--- src/rtl/sdma_req_ctrl_pkg.sv ---
// Shared constants and types for the SDMA request sequencer: register map,
// bit positions and the request FSM state encoding.
package sdma_req_ctrl_pkg;

  localparam int unsigned RegCtrl   = 0;
  localparam int unsigned RegThresh = 1;
  localparam int unsigned RegCount  = 2;
  localparam int unsigned RegStatus = 3;

  localparam int unsigned CtrlEnBit     = 0;
  localparam int unsigned CtrlDoneIeBit = 1;
  localparam int unsigned CtrlDmaIeBit  = 2;

  localparam int unsigned StDoneBit = 0;
  localparam int unsigned StDmaBit  = 1;
  localparam int unsigned StBusyBit = 2;
  localparam int unsigned StCompLsb = 16;

  typedef enum logic [1:0] {
    StIdle,
    StReq,
    StXfer,
    StGap
  } state_e;

  // Expand Wishbone byte strobes into a 32-bit bit mask.
  function automatic logic [31:0] be_mask(input logic [3:0] be);
    return {{8{be[3]}}, {8{be[2]}}, {8{be[1]}}, {8{be[0]}}};
  endfunction

endpackage

--- src/rtl/sdma_req_regs.sv ---
// Wishbone register file for the SDMA request sequencer: CTRL/THRESH/COUNT
// storage, W1C status bits, registered ACK/read data and interrupt levels.
module sdma_req_regs
  import sdma_req_ctrl_pkg::*;
#(
  parameter int unsigned ADDRWIDTH = 7,
  parameter int unsigned LVL_WIDTH = 9,
  parameter int unsigned CNT_WIDTH = 16
) (
  input  logic                 clk_i,
  input  logic                 rst_i,
  input  logic [ADDRWIDTH-1:0] wb_adr_i,
  input  logic                 wb_cyc_i,
  input  logic [3:0]           wb_byte_stb_i,
  input  logic                 wb_we_i,
  input  logic                 wb_stb_i,
  input  logic [31:0]          wb_wr_dat_i,
  output logic [31:0]          wb_rd_dat_o,
  output logic                 wb_ack_o,
  input  logic                 busy_i,
  input  logic [CNT_WIDTH-1:0] completed_i,
  input  logic                 hw_done_set_i,
  input  logic                 hw_dma_set_i,
  input  logic                 hw_en_clr_i,
  output logic                 en_o,
  output logic [LVL_WIDTH-1:0] thresh_o,
  output logic [CNT_WIDTH-1:0] count_o,
  output logic                 count_wr_o,
  output logic                 done_intr_o,
  output logic                 dma_intr_o
);

  logic [2:0]           ctrl_q, ctrl_d;
  logic [LVL_WIDTH-1:0] thresh_q, thresh_d;
  logic [CNT_WIDTH-1:0] count_q, count_d;
  logic                 done_st_q, done_st_d;
  logic                 dma_st_q, dma_st_d;
  logic                 ack_q, ack_d;
  logic [31:0]          rd_dat_q, rd_dat_d;
  logic                 done_intr_q, done_intr_d;
  logic                 dma_intr_q, dma_intr_d;

  logic        access, wr;
  logic [31:0] mask, wdat_m, rd_mux;
  logic        w1c_done, w1c_dma, count_wr;

  always_comb begin
    access   = wb_cyc_i & wb_stb_i & ~ack_q;
    wr       = access & wb_we_i;
    mask     = be_mask(wb_byte_stb_i);
    wdat_m   = wb_wr_dat_i & mask;
    ctrl_d   = ctrl_q;
    thresh_d = thresh_q;
    count_d  = count_q;
    count_wr = 1'b0;
    w1c_done = 1'b0;
    w1c_dma  = 1'b0;

    if (wr) begin
      case (wb_adr_i)
        ADDRWIDTH'(RegCtrl):   ctrl_d   = (ctrl_q & ~mask[2:0]) | wdat_m[2:0];
        ADDRWIDTH'(RegThresh): thresh_d = (thresh_q & ~mask[LVL_WIDTH-1:0]) |
                                          wdat_m[LVL_WIDTH-1:0];
        ADDRWIDTH'(RegCount): begin
          count_d  = (count_q & ~mask[CNT_WIDTH-1:0]) | wdat_m[CNT_WIDTH-1:0];
          count_wr = 1'b1;
        end
        ADDRWIDTH'(RegStatus): begin
          w1c_done = wdat_m[StDoneBit];
          w1c_dma  = wdat_m[StDmaBit];
        end
        default: ;
      endcase
    end

    // Hardware events take priority over simultaneous CPU writes.
    if (hw_en_clr_i) ctrl_d[CtrlEnBit] = 1'b0;
    done_st_d = (done_st_q & ~w1c_done) | hw_done_set_i;
    dma_st_d  = (dma_st_q & ~w1c_dma) | hw_dma_set_i;

    // Interrupts track the next-state values so they move with the status bits.
    done_intr_d = done_st_d & ctrl_d[CtrlDoneIeBit];
    dma_intr_d  = dma_st_d & ctrl_d[CtrlDmaIeBit];

    rd_mux = '0;
    case (wb_adr_i)
      ADDRWIDTH'(RegCtrl):   rd_mux[2:0] = ctrl_q;
      ADDRWIDTH'(RegThresh): rd_mux[LVL_WIDTH-1:0] = thresh_q;
      ADDRWIDTH'(RegCount):  rd_mux[CNT_WIDTH-1:0] = count_q;
      ADDRWIDTH'(RegStatus): begin
        rd_mux[StDoneBit]        = done_st_q;
        rd_mux[StDmaBit]         = dma_st_q;
        rd_mux[StBusyBit]        = busy_i;
        rd_mux[StCompLsb +: 16]  = 16'(completed_i);
      end
      default: ;
    endcase

    ack_d    = access;
    rd_dat_d = access ? rd_mux : '0;
  end

  always_ff @(posedge clk_i) begin
    if (rst_i) begin
      ctrl_q      <= '0;
      thresh_q    <= '0;
      count_q     <= '0;
      done_st_q   <= 1'b0;
      dma_st_q    <= 1'b0;
      ack_q       <= 1'b0;
      rd_dat_q    <= '0;
      done_intr_q <= 1'b0;
      dma_intr_q  <= 1'b0;
    end else begin
      ctrl_q      <= ctrl_d;
      thresh_q    <= thresh_d;
      count_q     <= count_d;
      done_st_q   <= done_st_d;
      dma_st_q    <= dma_st_d;
      ack_q       <= ack_d;
      rd_dat_q    <= rd_dat_d;
      done_intr_q <= done_intr_d;
      dma_intr_q  <= dma_intr_d;
    end
  end

  logic unused_wdat;
  assign unused_wdat = ^{wdat_m, mask};

  assign wb_rd_dat_o = rd_dat_q;
  assign wb_ack_o    = ack_q;
  assign en_o        = ctrl_q[CtrlEnBit];
  assign thresh_o    = thresh_q;
  assign count_o     = count_q;
  assign count_wr_o  = count_wr;
  assign done_intr_o = done_intr_q;
  assign dma_intr_o  = dma_intr_q;

endmodule

--- src/rtl/sdma_req_ctrl.sv ---
// SDMA request sequencer: raises burst requests when the FIFO level reaches
// the programmed threshold, tracks Active/Done and counts completed bursts.
module sdma_req_ctrl
  import sdma_req_ctrl_pkg::*;
#(
  parameter int unsigned ADDRWIDTH = 7,
  parameter int unsigned LVL_WIDTH = 9,
  parameter int unsigned CNT_WIDTH = 16
) (
  input  logic                 WB_CLK,
  input  logic                 WB_RST,
  input  logic [ADDRWIDTH-1:0] WBs_ADR_i,
  input  logic                 WBs_CYC_i,
  input  logic [3:0]           WBs_BYTE_STB_i,
  input  logic                 WBs_WE_i,
  input  logic                 WBs_STB_i,
  input  logic [31:0]          WBs_WR_DAT_i,
  output logic [31:0]          WBs_RD_DAT_o,
  output logic                 WBs_ACK_o,
  input  logic [LVL_WIDTH-1:0] fifo_level_i,
  output logic                 SDMA_Req_o,
  output logic                 SDMA_Sreq_o,
  input  logic                 SDMA_Active_i,
  input  logic                 SDMA_Done_i,
  output logic                 fDone_Intr_o,
  output logic                 f_DMA_Intr_o
);

  state_e               state_q, state_d;
  logic [CNT_WIDTH-1:0] completed_q, completed_d, completed_inc;
  logic                 req_q, req_d;
  logic                 burst_done, done_hit, busy;
  logic                 en, count_wr;
  logic [LVL_WIDTH-1:0] thresh;
  logic [CNT_WIDTH-1:0] count;

  sdma_req_regs #(
    .ADDRWIDTH(ADDRWIDTH),
    .LVL_WIDTH(LVL_WIDTH),
    .CNT_WIDTH(CNT_WIDTH)
  ) u_regs (
    .clk_i        (WB_CLK),
    .rst_i        (WB_RST),
    .wb_adr_i     (WBs_ADR_i),
    .wb_cyc_i     (WBs_CYC_i),
    .wb_byte_stb_i(WBs_BYTE_STB_i),
    .wb_we_i      (WBs_WE_i),
    .wb_stb_i     (WBs_STB_i),
    .wb_wr_dat_i  (WBs_WR_DAT_i),
    .wb_rd_dat_o  (WBs_RD_DAT_o),
    .wb_ack_o     (WBs_ACK_o),
    .busy_i       (busy),
    .completed_i  (completed_q),
    .hw_done_set_i(done_hit),
    .hw_dma_set_i (burst_done),
    .hw_en_clr_i  (done_hit),
    .en_o         (en),
    .thresh_o     (thresh),
    .count_o      (count),
    .count_wr_o   (count_wr),
    .done_intr_o  (fDone_Intr_o),
    .dma_intr_o   (f_DMA_Intr_o)
  );

  always_comb begin
    state_d    = state_q;
    burst_done = 1'b0;
    case (state_q)
      StIdle: begin
        if (en && (thresh != '0) && (fifo_level_i >= thresh)) state_d = StReq;
      end
      StReq: begin
        // A Done that beats Active still counts as a finished burst.
        if (SDMA_Done_i) begin
          burst_done = 1'b1;
          state_d    = StGap;
        end else if (SDMA_Active_i) begin
          state_d = StXfer;
        end
      end
      StXfer: begin
        if (SDMA_Done_i) begin
          burst_done = 1'b1;
          state_d    = StGap;
        end
      end
      StGap:   state_d = StIdle;
      default: state_d = StIdle;
    endcase

    completed_inc = completed_q + CNT_WIDTH'(1);
    done_hit      = burst_done && (count != '0) && (completed_inc == count);

    completed_d = completed_q;
    if (count_wr) begin
      completed_d = '0;
    end else if (burst_done) begin
      completed_d = completed_inc;
    end

    req_d = (state_d == StReq);
    busy  = (state_q != StIdle);
  end

  always_ff @(posedge WB_CLK) begin
    if (WB_RST) begin
      state_q     <= StIdle;
      completed_q <= '0;
      req_q       <= 1'b0;
    end else begin
      state_q     <= state_d;
      completed_q <= completed_d;
      req_q       <= req_d;
    end
  end

  assign SDMA_Req_o  = req_q;
  assign SDMA_Sreq_o = 1'b0;

endmodule

--- config.mk ---
export PLATFORM = sky130hd
export DESIGN_NAME = sdma_req_ctrl
export DESIGN_NICKNAME = d
export VERILOG_FILES = /design/src/rtl/sdma_req_ctrl_pkg.sv /design/src/rtl/sdma_req_regs.sv /design/src/rtl/sdma_req_ctrl.sv
export SDC_FILE = /design/constraint.sdc
export NUM_CORES = 1
export LEC_CHECK = 0
export ABC_AREA = 1
export BUFFER_PORTS_ARGS = -buffer_cell sky130_fd_sc_hd__buf_2
export CAP_MARGIN = 20
export CORE_MARGIN = 3
export CORE_UTILIZATION = 35
export CTS_BUF_LIST = sky130_fd_sc_hd__clkbuf_16
export DETAILED_ROUTE_END_ITERATION = 7
export GPL_TIMING_DRIVEN = 0
export SYNTH_ARGS = -nofsm -noshare
export SYNTH_HDL_FRONTEND = slang
export SYNTH_SLANG_ARGS = --single-unit
--- constraint.sdc ---
create_clock -name WB_CLK -period 2.4 [get_ports WB_CLK]
set_input_delay 0.48 -clock WB_CLK [delete_from_list [all_inputs] [get_ports WB_CLK]]
set_output_delay 0.48 -clock WB_CLK [all_outputs]
set_load 0.01 [all_outputs]
=== After elaboration in Yosys (flattened, before gate mapping) ===
Index checks and enable logic that the tools add are counted.
Widths: inputs -> output; s select.

* Flip-flop bits (word level): 84
* Input bits: 59
* Word-level logic and storage cells: 85

* Add/sub/neg operators: 1
* $lt $le $gt $ge: 1
* Equality and inequality tests: 8
* Mux-type cells: 17
* Bitwise logic cells: 25
* Reductions and logical operators: 18

{| class="wikitable"
|+ Operator list
! kind !! number
|-
| $and 16x16->16 || 2
|-
| $add 16x1->16 const B || 1
|-
| $eq 16x16->1 || 1
|-
| $not 16->16 || 1
|-
| $or 16x16->16 || 1
|-
| $reduce_bool 16->1 || 1
|-
| $eq 7x2->1 const B || 2
|-
| $pmux 3 s4 || 1
|-
| $pmux 6 s2 || 1
|-
| $and 9x9->9 || 1
|-
| $ge 9x9->1 || 1
|-
| $not 9->9 || 1
|-
| $or 9x9->9 || 1
|-
| $reduce_bool 9->1 || 1
|-
| $mux 1 || 8
|-
| $mux 2 || 4
|-
| $pmux 2 s4 || 1
|-
| $reduce_or 2->1 || 4
|-
| $and 1x1->1 || 7
|-
| $eq 7x1->1 const B || 1
|-
| $logic_not 7->1 || 1
|-
| $mux 3 || 2
|-
| $not 1->1 || 6
|-
| $reduce_and 2->1 || 3
|-
| other kinds (10) || 17
|}

=== Depth between registers and ports, before layout ===
Gate-level depths: netlist of the first run.

* Depth in word-level cells: 8
* Depth in mapped cells: 14

=== Cells and area by module ===
A second synthesis of the first run with hierarchy kept.

* Cells, all modules: 651
* Area total of the unflattened synthesis: 4355.4 um^2

{| class="wikitable"
|+ By module, submodules not included
! module !! instances !! cells each !! area each (um^2) !! sequential area each (um^2)
|-
| sdma_req_regs || 1 || 344 || 2514.9 || 1301.2
|-
| sdma_req_ctrl || 1 || 307 || 1840.5 || 380.4
|}

=== Least setup slack after synthesis of the first run ===
No wires, ideal clock.

* Path kind: in2reg
* Start point: in WBs_ADR_i[3]
* End point: reg (tool-made name)
* Setup time: 119 ps
* Arrival: 1635 ps
* Required time: 2281 ps
* Path slack: 646 ps
* Stages: 8
* Path buffers: 1
* Cells stage by stage: or2_1 -> nor2_2 -> nand3_2 -> nor3_2 -> inv_1 -> buf_2 -> o21ai_0 -> a21oi_1

{| class="wikitable"
|+ RTL lines
! item !! line !! source
|-
| start: declaration || sdma_req_ctrl.sv:12 || <nowiki>input logic [ADDRWIDTH-1:0] WBs_ADR_i,</nowiki>
|}

=== Worst setup path in the final report of the first run ===
* Start point: reg state_q[0]
* End point: reg completed_q[1]

* Longest elaborated chain between the ends: 3

{| class="wikitable"
|+ RTL lines
! item !! line !! source
|-
| start: declaration || sdma_req_ctrl.sv:29 || <nowiki>state_e state_q, state_d;</nowiki>
|-
| start signal: assignment || sdma_req_ctrl.sv:107 || <nowiki>state_q <= StIdle;</nowiki>
|-
| start signal: assignment || sdma_req_ctrl.sv:111 || <nowiki>state_q <= state_d;</nowiki>
|-
| $eq 2x2->1 or $eq 2x1->1 (tied branches) || sdma_req_ctrl.sv:68 || <nowiki>case (state_q)</nowiki>
|-
| $reduce_or 2->1 (no line) * || n/a ||
|-
| $mux 1 * || n/a ||
|-
| end signal: assignment || sdma_req_ctrl.sv:112 || <nowiki>completed_q <= completed_d;</nowiki>
|-
| end: declaration || sdma_req_ctrl.sv:30 || <nowiki>logic [CNT_WIDTH-1:0] completed_q, completed_d, completed_inc;</nowiki>
|}

Mark *: on every way between the ends. The rest lies on a longest branch, timed or not.
A chain may end at the register's enable or synchronous reset.

==> results of run 1 <==
layer usage:
layer / wire (µm) / share of wire, % / vias up / global-route usage, %
li1: - / - / 1957 / -
met1: 4800 / 44 / 1722 / 22.4
met2: 5120 / 47 / 146 / 29.3
met3: 754 / 6.9 / 15 / 3.77
met4: 188 / 1.7 / 0 / 6.81
met5: 0 / 0 / - / 0
how the worst max path moves through the flow:
stage	from	endpoint	depth (start not counted)
floorplan	WBs_ADR_i[3]	flop	8
global placement	state_q[0]$_SDFF_PP0_	completed_q[14]$_SDFFE_PP0P_	8
detailed placement	state_q[0]$_SDFF_PP0_	completed_q[14]$_SDFFE_PP0P_	8
CTS	state_q[0]$_SDFF_PP0_	completed_q[14]$_SDFFE_PP0P_	8
global route	state_q[1]$_SDFF_PP0_	completed_q[1]$_SDFFE_PP0P_	8
finish	state_q[0]$_SDFF_PP0_	completed_q[1]$_SDFFE_PP0P_	8
per-stage QoR:
| stage | power [mW] | std cells | worst slack (ps) | util, % |
|---|---|---|---|---|
| final | 3.18 | 773 | 274 | 43.7 |
| after global routing | 3.33 | 773 | 113 | 43.7 |
| after CTS | 3.20 | 773 | 146 | 43.7 |
| after detailed placement | 1.88 | 757 | 152 | 41.1 |
| after global placement | 1.87 | 757 | 201 | 41.1 |
| after floorplan | 1.75 | 541 | 646 | - |
Yosys cell counts (all sizes together):
master and n:
nand4 6, a21o 1, o21ai 38, nand3 53
a221oi 3, nor4 3, nor2 64, clkbuf 8
buf 5, or2 3, clkinv 2, conb 1
and2 1, nor3 4, a211oi 5, dfxtp 84
o32ai 6, ha 13, o21bai 1, nand2 110
o22ai 1, inv 77, a21oi 44, o211ai 3
a31oi 4, xor2 1
cells by family after synthesis:
group / Yosys count
and+or+nand+nor: 244
other: 1
buffers and inverters: 92
xor gates and xnor gates: 1
adders and majority gates: 13
DFF: 84
AOI/OAI and AO/OA: 106
power by group through the flow:
stage                     clock (mW)  combinational [mW]  sequential (mW)
after floorplan                    0               0.241             1.50
after global placement             0               0.354             1.51
after detailed placement           0               0.364             1.51
after CTS                       1.35               0.367             1.48
after global routing            1.42               0.424             1.49
final                           1.32               0.371             1.48
worst max-delay path: cells and delay by family, from the launching register on:
kind                       cells  cell delay, ps
AOI/OAI and AO/OA              1             150
adders and majority gates      1             280
DFF                            1             340
buffers and inverters          4            1080
and+or+nand+nor                2             200
area by class of cell:
class                           instances  share of cell area (%)
Buffer                                 13                    1.28
Clock buffer                            9                    4.72
Clock inverter                          7                    1.23
Inverter                               79                    6.24
Multi-Input combinational cell        365                    39.7
Sequential cell                        84                    35.2
Tap cell                              140                    3.67
Timing Repair Buffer                   76                    7.96
==> results list, run 1 <==
* Min Clock Period, post-route: 2130 ps
* Fin. Hold Viols: 0
- Summed over all cells, the static leakage comes to 2.16 nW.
* Actual slew at the worst max-slew pin: ~600 ps
- In the routed layout, each cell is associated on average with a via count of a little under 5.
* Maximum number of pins on one net before global-route repair: 17
- Clk sink count: 84
* Relative contribution of the clock network to total power: 41.7%
- End of the worst hold path: u_regs.wb_ack_o$_SDFF_PP0_
- Sequential cells account for 46.7% of the total power.
* Compound-cell area share of the yosys netlist: 15.2%
- In this run the horizontal extent of the chip is 112 µm.
- Buffer depth of the longest clock path: 2
- The initial antenna violation count came to 0.
- Of the post-synthesis cell area, the dominant cell type holds a little over two fifths.
- Clock insertion delay at the later pin of the skew report: 340 ps
- Hold timing on the final database bottoms out at a slack of around 380 ps.
- In this run the post-CTS setup repair buffer count came out at 0.
* CTS Hold Bufs: 0
- Summed over all layers, the global routing overflow is 0.
- Antenna-violating nets left: 0
* Internal Pwr Total: 2.28 mW
- TritonCTS built the clock tree.
- Placed standard-cell area: 0.00449 mm²
* Most common cell after layout, fill and taps aside: sky130_fd_sc_hd__nand2_1
* Total Die Area: 0.0126 mm²
- Net switching is between 20 and 30% of the power.
- Power share of the combinational group: 11.7%
- The critical path is of the flop to flop type.
* Routed vias: 3840
- Relative to the synthesized area, the layout overhead comes to 21.4%.
* Net count, final: 700
- After routing, the total negative slack on setup checks comes to 0 ps.
* First-pass GRT wire length: between 15000 and 20000 µm
- CTS-repair resized insts: 0
* Yosys cell types: 40
- Outcome: completed
- Measured along the y axis, the die boundary spans 112 µm.
* Number of core rows: 38
* Warning count from the yosys run: 0
- The post-route netlist has about a fifth of its cells at a drive strength greater than 1.
- Crit-path slowest cell: sky130_fd_sc_hd__clkbuf_1
* Worst EP required: ~2700 ps
- The analysis attributes to net switching a power of 893 µW.
* Main combinational cell family by area after synthesis: simple AND/OR/NAND/NOR gates
- Before antenna repair, the detailed router went through 5 iterations.
* Mux cell area share after synthesis: 0%
- Synthesized instance count: 541
- For the worst flop-to-flop path, the logic depth is 8.
- Dominant cell type by area after synthesis: sky130_fd_sc_hd__dfxtp_1
- Max Cap Viol: 0
- After the first detailed-routing iteration, the DRC count stood at 262.
- Core ar.: approximately 0.011 mm²
* Sequential Area: 0.00168 mm²
- Final design instance area without fill: between 0.004 and 0.005 mm²
- Number of nets produced by synthesis: 613
* DRC errors left: 0
- Number of setup violations in the final report: 0
- End of the worst register-to-register path: completed_q[1]$_SDFFE_PP0P_
- On the worst path, the slowest cell contributes a delay of around 500 ps.
- After Yosys synthesis, full adders, half adders and majority gates account for 4.13% of the synthesized area.
- Cell chain of the critical path: inv_1, ha_1, nand2_1, clkbuf_2, inv_1, clkbuf_1, nand2_1, a21oi_1
* Largest cells by area after synthesis: sky130_fd_sc_hd__dfxtp_1 43%, sky130_fd_sc_hd__nand2_1 9.9%, sky130_fd_sc_hd__inv_1 7.2%, sky130_fd_sc_hd__nand3_1 6.4%, sky130_fd_sc_hd__nor2_1 5.7%
- Period utilization: 88.6%
* Max Freq: 470 MHz
* Pwr dens: 665 mW/mm²
* Most used cells in the layout excluding fill and tap cells: 104 x sky130_fd_sc_hd__nand2_1, 84 x sky130_fd_sc_hd__dfxtp_1, 79 x sky130_fd_sc_hd__buf_2, 76 x sky130_fd_sc_hd__inv_1, 60 x sky130_fd_sc_hd__nor2_1
- Unrepaired setup endpoints after global routing: no
- Portion of the post-synthesis area used by sequential elements: 42.7%
- Synthesized-area fraction occupied by xor and xnor cells: 0.223%
- The clock arrives with 6.36 ps of skew.
- The path class of the tightest hold or removal check is input pin to flop.
- CTS root buffer: sky130_fd_sc_hd__clkbuf_16
- Boundary Pins: 96
* Fillers: approximately 1200
- The number of global-route vias before repair came to 3794.
- The multi-input combinational cells in the finished layout cover a total of 0.00190 mm².
- The startpoint identified for the worst hold timing path is WB_RST.
- The worst hold path was traced through 2 stages.
* Wire per inst: around 14 µm
- The routed design has 10900 µm of wire.
- The number of antenna diodes in the final layout is 0.
- At the worst endpoint, the arrival time is between 2000 and 2500 ps.
* Count of buffers inserted at the top-level ports: 76
- The worst pin sits at a relative slew slack of 60.3%.
- Starting utilization of the core area: 36.0%
- Reg2Reg Setup Slack: approximately 270 ps
- At the end of routability-driven placement, the weighted congestion stood at 0.945.
- VDD sags by at most roughly 0.43 mV.
- Summed over all nets, the half-perimeter wirelength after detailed placement is 8370 µm.
- Summing the areas of all and, or, nand and nor instances in the mapped netlist gives 28.5% of the synthesized area.
- The worst setup path is launched from a flop.
- The average instance in the mapped netlist occupies 7.27 µm².
- Overall global routing resource usage: roughly 18%
* Synth Cell Area: 0.00394 mm²
- Max-slew violation count: 0
- The clock tree synthesis step divided the H-tree into 3 levels.
- After clock tree synthesis, the clock-pin slew on the worst setup and hold paths is around 70 ps.
* Number of synthesized register bits: 84
- Largest fanout on the critical path: 10
- Counting the buffers created by CTS gives 9.
- The worst setup path is captured at a flop.
- Reg2reg start: state_q[0]$_SDFF_PP0_
Power figures use the tool's default switching activity.
==> run 2: changes to the inputs <==
--- a/config.mk
+++ b/config.mk
@@ -13,6 +13,7 @@
 export CTS_BUF_LIST = sky130_fd_sc_hd__clkbuf_16
 export DETAILED_ROUTE_END_ITERATION = 7
 export GPL_TIMING_DRIVEN = 0
+export PLACE_DENSITY = 0.65
 export SYNTH_ARGS = -nofsm -noshare
 export SYNTH_HDL_FRONTEND = slang
 export SYNTH_SLANG_ARGS = --single-unit
==> results list, run 2 (synthesis gave the netlist of run 1 again) <==
- The signal on the critical path passes through ha_1, nand2_4, nor2_8, nand2_2, nand2_1, nand2_1, nand2_1, nand2_1, inv_1, nand3_1, nor2_1, nand2_1, a21oi_1.
* Internal Pwr Total: 2.47 mW
- Placed standard-cell area: 0.00449 mm²
- Pwr dens: between 600 and 700 mW/mm²
- After clock tree synthesis, the setup repair step added 0 buffers.
- The number of max-slew violations in the final report is 0.
* Fillers: roughly 1100
- At the end of the flow the core is filled with cells to 43.9%.
- Horiz. Die Dim: 112 µm
* Reg2reg start: completed_q[0]$_SDFFE_PP0P_
- Hold slack: 386 ps
- Most crowded layer after global routing: met2
* Final weighted congestion in routability-driven placement: 0.879
- Buffers inserted during clock tree synthesis total 9.
- CTS root buffer: sky130_fd_sc_hd__clkbuf_16
- Net switching fraction of the power: 24.9%
- Unrepaired setup endpoints after global routing: no
* Overall global routing resource usage: 17.1%
- The critical path runs through a total of 13 cells.
- Largest voltage drop on the vdd net: between 0.3 and 0.4 mV
* CTS-repair resized insts: 0
- Wire per inst: 13.9 µm
- Buffer depth of the longest clock path: 2
- For this run, design rule violations remaining after detail routing come to 0.
- Via count of the first global-routing pass: 3715
* Family with the most delay on the worst path: simple AND/OR/NAND/NOR gates
- Number of buffer and inverter instances along the worst setup path: 1
* Relative contribution of the clock network to total power: between 40% and 50%
- For this block, the initial DRC count from the detailed router was roughly 230.
- The analysis attributes to net switching a power of 820 µW.
- Routed vias: between 3000 and 4000
- Global routing consumed, on the met3 layer, under 10% of the routing resources.
- The die is 112 µm tall.
- Worst hold path depth: 2
* Fin. Hold Viols: 0
- Power share of the combinational group: 11.2%
- Max Freq: around 470 MHz
* Max Cap Viol: 0
- On the worst path, the slowest cell contributes a delay of 480 ps.
- Starting utilization of the core area: 36.0%
* H-tree depth: 3
- Most used cells in the layout excluding fill and tap cells: 104 x sky130_fd_sc_hd__nand2_1, 84 x sky130_fd_sc_hd__dfxtp_1, 79 x sky130_fd_sc_hd__buf_2, 77 x sky130_fd_sc_hd__inv_1, 60 x sky130_fd_sc_hd__nor2_1
- Flop pwr share: 45.1%
- Via/cell ratio: between 5 and 6
* Crit-path slowest cell: sky130_fd_sc_hd__dfxtp_1
- Startpoint of the most critical hold path: WB_RST
* Routed WL: 10800 µm
- In the global route stage, met2 resource usage came out at 28.0%.
- TritonCTS clock tree: done
- Total Die Area: 0.0126 mm²
- Headroom to the max-slew limit came out at 63.7%.
- The worst setup path is of the flop to flop kind.
- Number of antenna violations at the first check in global routing: 0
- Lkg Pwr: ~2.2 nW
- From synthesis to final layout, the design area changed by 21.9%.
- Maximum number of pins on one net before global-route repair: 14
- Startpoint of the worst setup timing path: completed_q[0]$_SDFFE_PP0P_
* Total negative setup slack: 0 ps
* Final std cells w/o fill: 772
* Total instance count after detailed placement: 757
- Number of core rows: 38
- Clock insertion delay at the later pin of the skew report: 330 ps
* Worst EP required: 2660 ps
- Worst clock skew: 11.6 ps
* Largest fanout on the critical path: 9
- Clk sink count: 84
* Count of buffers inserted at the top-level ports: between 70 and 80
- GRT Residual Overflow: 0
* Core ar.: 0.0109 mm²
- CTS clock-pin slew for the worst setup and hold paths: 60 ps
- Met1 track demand over resource in global routing: 22.0%
- For the pin with the worst max-slew slack, the measured transition is between 500 and 600 ps.
* Proportion of layout cells with a drive suffix above 1: between 10% and 20%
- The run finished with clean final reports.
- The first global-routing pass estimated 17500 µm of wire.
* Final design instance area without fill: 0.00480 mm²
* Kind of capture point of the worst setup path: flop
* Data arrival time of the worst path: about 2400 ps
- CTS Hold Bufs: 0
- Setup violations remaining at the end of the flow were counted as 0.
- Logic depth of the worst register-to-register path: 13
* Startpoint type of the worst setup path: flop
- Type of the most critical hold path: input pin to flop
- Leaving out fill and tap cells, the most frequent cell in the layout is sky130_fd_sc_hd__nand2_1.
- 0 antenna diodes ended up in the layout.
* Most common cell on crit path: sky130_fd_sc_hd__nand2_1
- Min Clock Period, post-route: 2110 ps
- Antenna-violating nets left: 0
- The wire-length estimate of the detail-placed layout is 8310 µm.
- Boundary Pins: 96
- Net count, final: 700
* Period utilization: 88.1%
* Number of detailed-routing iterations run before antenna repair: 5
-- run 2: cell count changes in the layout (fill, tap and decap cells not counted), sizes merged --
cell / delta
bufinv: +2
clkinvlp: -2
inv: -2
clkinv: +1
-- run 2: layout make-up --
class	instances	area [µm²]	share of cell area, %
buffer	13	61.3	1.28
clock buffer	9	225	4.69
clock inverter	6	81.3	1.69
inverter	79	298	6.21
multi-input combinational	365	1900	39.5
sequential	84	1680	35.0
tap	140	175	3.65
timing repair buffer	76	380	7.93
-- run 2: through the flow --
| stage | total power [mW] | setup slack [ps] |
|---|---|---|
| floorplan | 1.75 | 646 |
| global placement | 1.86 | 235 |
| detailed placement | 1.87 | 194 |
| CTS | 3.30 | 127 |
| global route | 3.41 | 54.4 |
| finish | 3.29 | 285 |
-- run 2: worst paths after layout --
check | to | slack (ps)
min reg2reg | u_regs.wb_rd_dat_o[31]$_SDFF_PP0_ | 490
max reg2reg | u_regs.done_st_q$_SDFF_PP0_ | 290
max | u_regs.done_st_q$_SDFF_PP0_ | 290
min | u_regs.wb_ack_o$_SDFF_PP0_ | 390
-- run 2: power groups by stage --
stage	Sequential (mW)	Clock (mW)	Combinational, mW
2_1_floorplan	1.50	0	0.241
6_report	1.48	1.44	0.368
3_5_place_dp	1.51	0	0.358
4_1_cts	1.48	1.45	0.361
3_3_place_gp	1.51	0	0.349
5_1_grt	1.49	1.51	0.418
-- run 2: per-layer routing --
layer	part of all wire, %	up-vias	wire length, µm
met5	0	-	0
met4	2.3	0	245
met3	6.5	20	697
met2	47	168	5040
met1	44	1725	4790
li1	-	1950	-
==> run 3: changes to the inputs <==
--- a/config.mk
+++ b/config.mk
@@ -13,7 +13,7 @@
 export CTS_BUF_LIST = sky130_fd_sc_hd__clkbuf_16
 export DETAILED_ROUTE_END_ITERATION = 7
 export GPL_TIMING_DRIVEN = 0
-export PLACE_DENSITY = 0.65
+export PLACE_DENSITY_LB_ADDON = 0.08
 export SYNTH_ARGS = -nofsm -noshare
 export SYNTH_HDL_FRONTEND = slang
 export SYNTH_SLANG_ARGS = --single-unit
==> results list, run 3 (synthesis gave the netlist of run 1 again) <==
- End of the worst hold path: u_regs.wb_ack_o$_SDFF_PP0_
- The first detailed-routing pass took 4 iterations.
* Kind of capture point of the worst setup path: flop
* Vertical die dimension: 112 µm
- TritonCTS built the clock tree.
- The library cells used most frequently in the layout, excluding fill and tap cells, are 104 x sky130_fd_sc_hd__nand2_1, 84 x sky130_fd_sc_hd__dfxtp_1, 79 x sky130_fd_sc_hd__buf_2, 77 x sky130_fd_sc_hd__inv_1, 60 x sky130_fd_sc_hd__nor2_1.
* Fin. Hold Viols: 0
* Layout-stage area growth over the synthesis result: 22.2%
- The number of global-route vias before repair was 3666.
- Dividing the detail-routed via count by the number of cells gives 4.81.
* Crit-path slowest cell: sky130_fd_sc_hd__clkbuf_1
- Between clock sinks in the finished design, the worst skew comes to roughly 6.9 ps.
- End of the worst register-to-register path: completed_q[2]$_SDFFE_PP0P_
- Timing analysis after detailed placement gives a worst setup slack of around 80 ps.
- Cell chain of the critical path: inv_1, ha_1, nand2_1, clkbuf_2, inv_1, clkbuf_1, nand3_1, a21oi_1
* Startpoint type of the worst setup path: flop
- Final WS setup: approximately 230 ps
- Detailed routing inserted a total of ~3700 vias.
* Pwr dens: 692 mW/mm²
* Startpoint of the most critical hold path: WB_RST
* Starting utilization of the core area: 36.0%
- Max Freq: 460 MHz
- Lkg Pwr: 2.18 nW
* Hold slack: 381 ps
- The worst register-to-register path has a depth of 8.
* Wire per inst: ~14 µm
- Input and output buffers added on the ports amount to 76.
- The number of antenna diodes in the final layout is 0.
- First-pass GRT wire length: 17800 µm
- The smallest clock period supported by the final layout is computed as approximately 2200 ps.
* Number of setup violations in the final report: 0
- The floorplan step set the die width to between 100 and 150 µm.
* Maximum number of pins on one net before global-route repair: 15
- CTS clock-pin slew for the worst setup and hold paths: 60 ps
- Dividing the final minimum period by the clock period gives about nine tenths.
- Total Die Area: 0.0126 mm²
- Total negative setup slack: 0 ps
- The startpoint identified for the worst register-to-register timing path is state_q[1]$_SDFF_PP0_.
* Headroom to the max-slew limit: 62.2%
- Data on the critical path arrives at its endpoint at 2440 ps.
- Antenna-violating nets left: 0
- The tool flagged a number of max-cap violations equal to 0.
* Clk sink count: 84
* Max-slew violation count: 0
* Num CTS Buffers: 9
* Most common cell on crit path: sky130_fd_sc_hd__inv_1
- For this run, the post-layout net count is 700.
* Largest voltage drop on the vdd net: roughly 0.35 mV
- Classification of the worst setup path: flop to flop
- Overall power: 3.33 mW
- The tree is rooted in a sky130_fd_sc_hd__clkbuf_16.
* Detailed Route Iter0 Violations: 155
- H-tree depth: 3
- In this run the register-to-register setup slack is 230 ps.
* Number of antenna violations at the first check in global routing: 0
- Of the cells placed in the final design, the portion with a size suffix greater than 1 is 18.6%.
* GRT Residual Overflow: 0
* Number of core rows: 38
- DRC errors left: 0
- In this run the worst path has a maximum fanout of 10.
- The routed design has 10900 µm of wire.
- The later pin in the worst-skew pair is clocked with a latency of approximately 340 ps.
- Unrepaired setup endpoints after global routing: no
- Core ar.: 0.0109 mm²
- For this run, the total global-route usage over all layers was measured as 17.7%.
- Detailed placement ended at an HPWL of approximately 8600 µm.
* Actual slew at the worst max-slew pin: 566 ps
- Setup repair bufs after CTS: 0
- At the worst endpoint, the required time is 2660 ps.
- Worst hold path depth: 2
- For this run, the slowest stage of the critical path takes 450 ps.
* Boundary Pins: 96
* Family with the most delay on the worst path: buffers and inverters
* Final weighted congestion in routability-driven placement: 0.891
* Outcome: completed
* Number of buffer and inverter instances along the worst setup path: 4
- The min-delay analysis places its worst path in the category input pin to flop.
- Most common cell after layout, fill and taps aside: sky130_fd_sc_hd__nand2_1
- No sink is reached through more buffers than the 2 on the longest clock path.
==> run 3: cell types whose count changed in the layout (fill, tap and decap cells not counted), sizes merged <==
cell and change:
clkinv -1, clkinvlp +2
==> run 3: timing repair <==
item | in CTS | in global routing
hold buffers | 0 | 0
endpoints found under the hold margin | 0 | 0
endpoints found under the setup margin | 0 | 7
resized for setup | 0 | 2
==> run 3: worst max-delay path by stage <==
stage	to	from	slack, ps	cells after the start
global route	u_regs.done_intr_o$_SDFF_PP0_	completed_q[0]$_SDFFE_PP0P_	80	11
global placement	completed_q[5]$_SDFFE_PP0P_	WBs_ADR_i[3]	80	10
floorplan	flop	WBs_ADR_i[3]	650	8
CTS	completed_q[14]$_SDFFE_PP0P_	state_q[1]$_SDFF_PP0_	100	8
detailed placement	completed_q[12]$_SDFFE_PP0P_	WBs_ADR_i[3]	80	10
finish	completed_q[2]$_SDFFE_PP0P_	state_q[1]$_SDFF_PP0_	230	8
==> run 3: layout make-up <==
type	instances	area [µm²]
buffer	13	61.3
clock buffer	9	225
clock inverter	7	92.6
fill	1164	6130
inverter	79	298
multi-input combinational	365	1900
sequential	84	1680
tap	140	175
timing repair buffer	76	380
==> run 3: per-layer routing <==
metal,routed length (µm),track usage (%)
met1,5100,22.3
met2,5180,29.7
met3,435,3.67
met4,210,6.81
met5,0,0
==> run 3: stage by stage <==
| step | cells | instance area [µm²] | utilization, % |
|---|---|---|---|
| floorplan | 541 | 3940 | - |
| CTS | 773 | 4810 | 44.0 |
| detailed placement | 757 | 4490 | 41.1 |
| global route | 773 | 4810 | 44.0 |
| finish | 773 | 4810 | 44.0 |
| global placement | 757 | 4490 | 41.1 |
==> run 3: where the power goes <==
part | switching [mW] | internal [mW] | total, mW
sequential | 0.0452 | 1.44 | 1.48
clock | 0.573 | 0.908 | 1.48
combinational | 0.233 | 0.132 | 0.364
total | 0.851 | 2.48 | 3.33
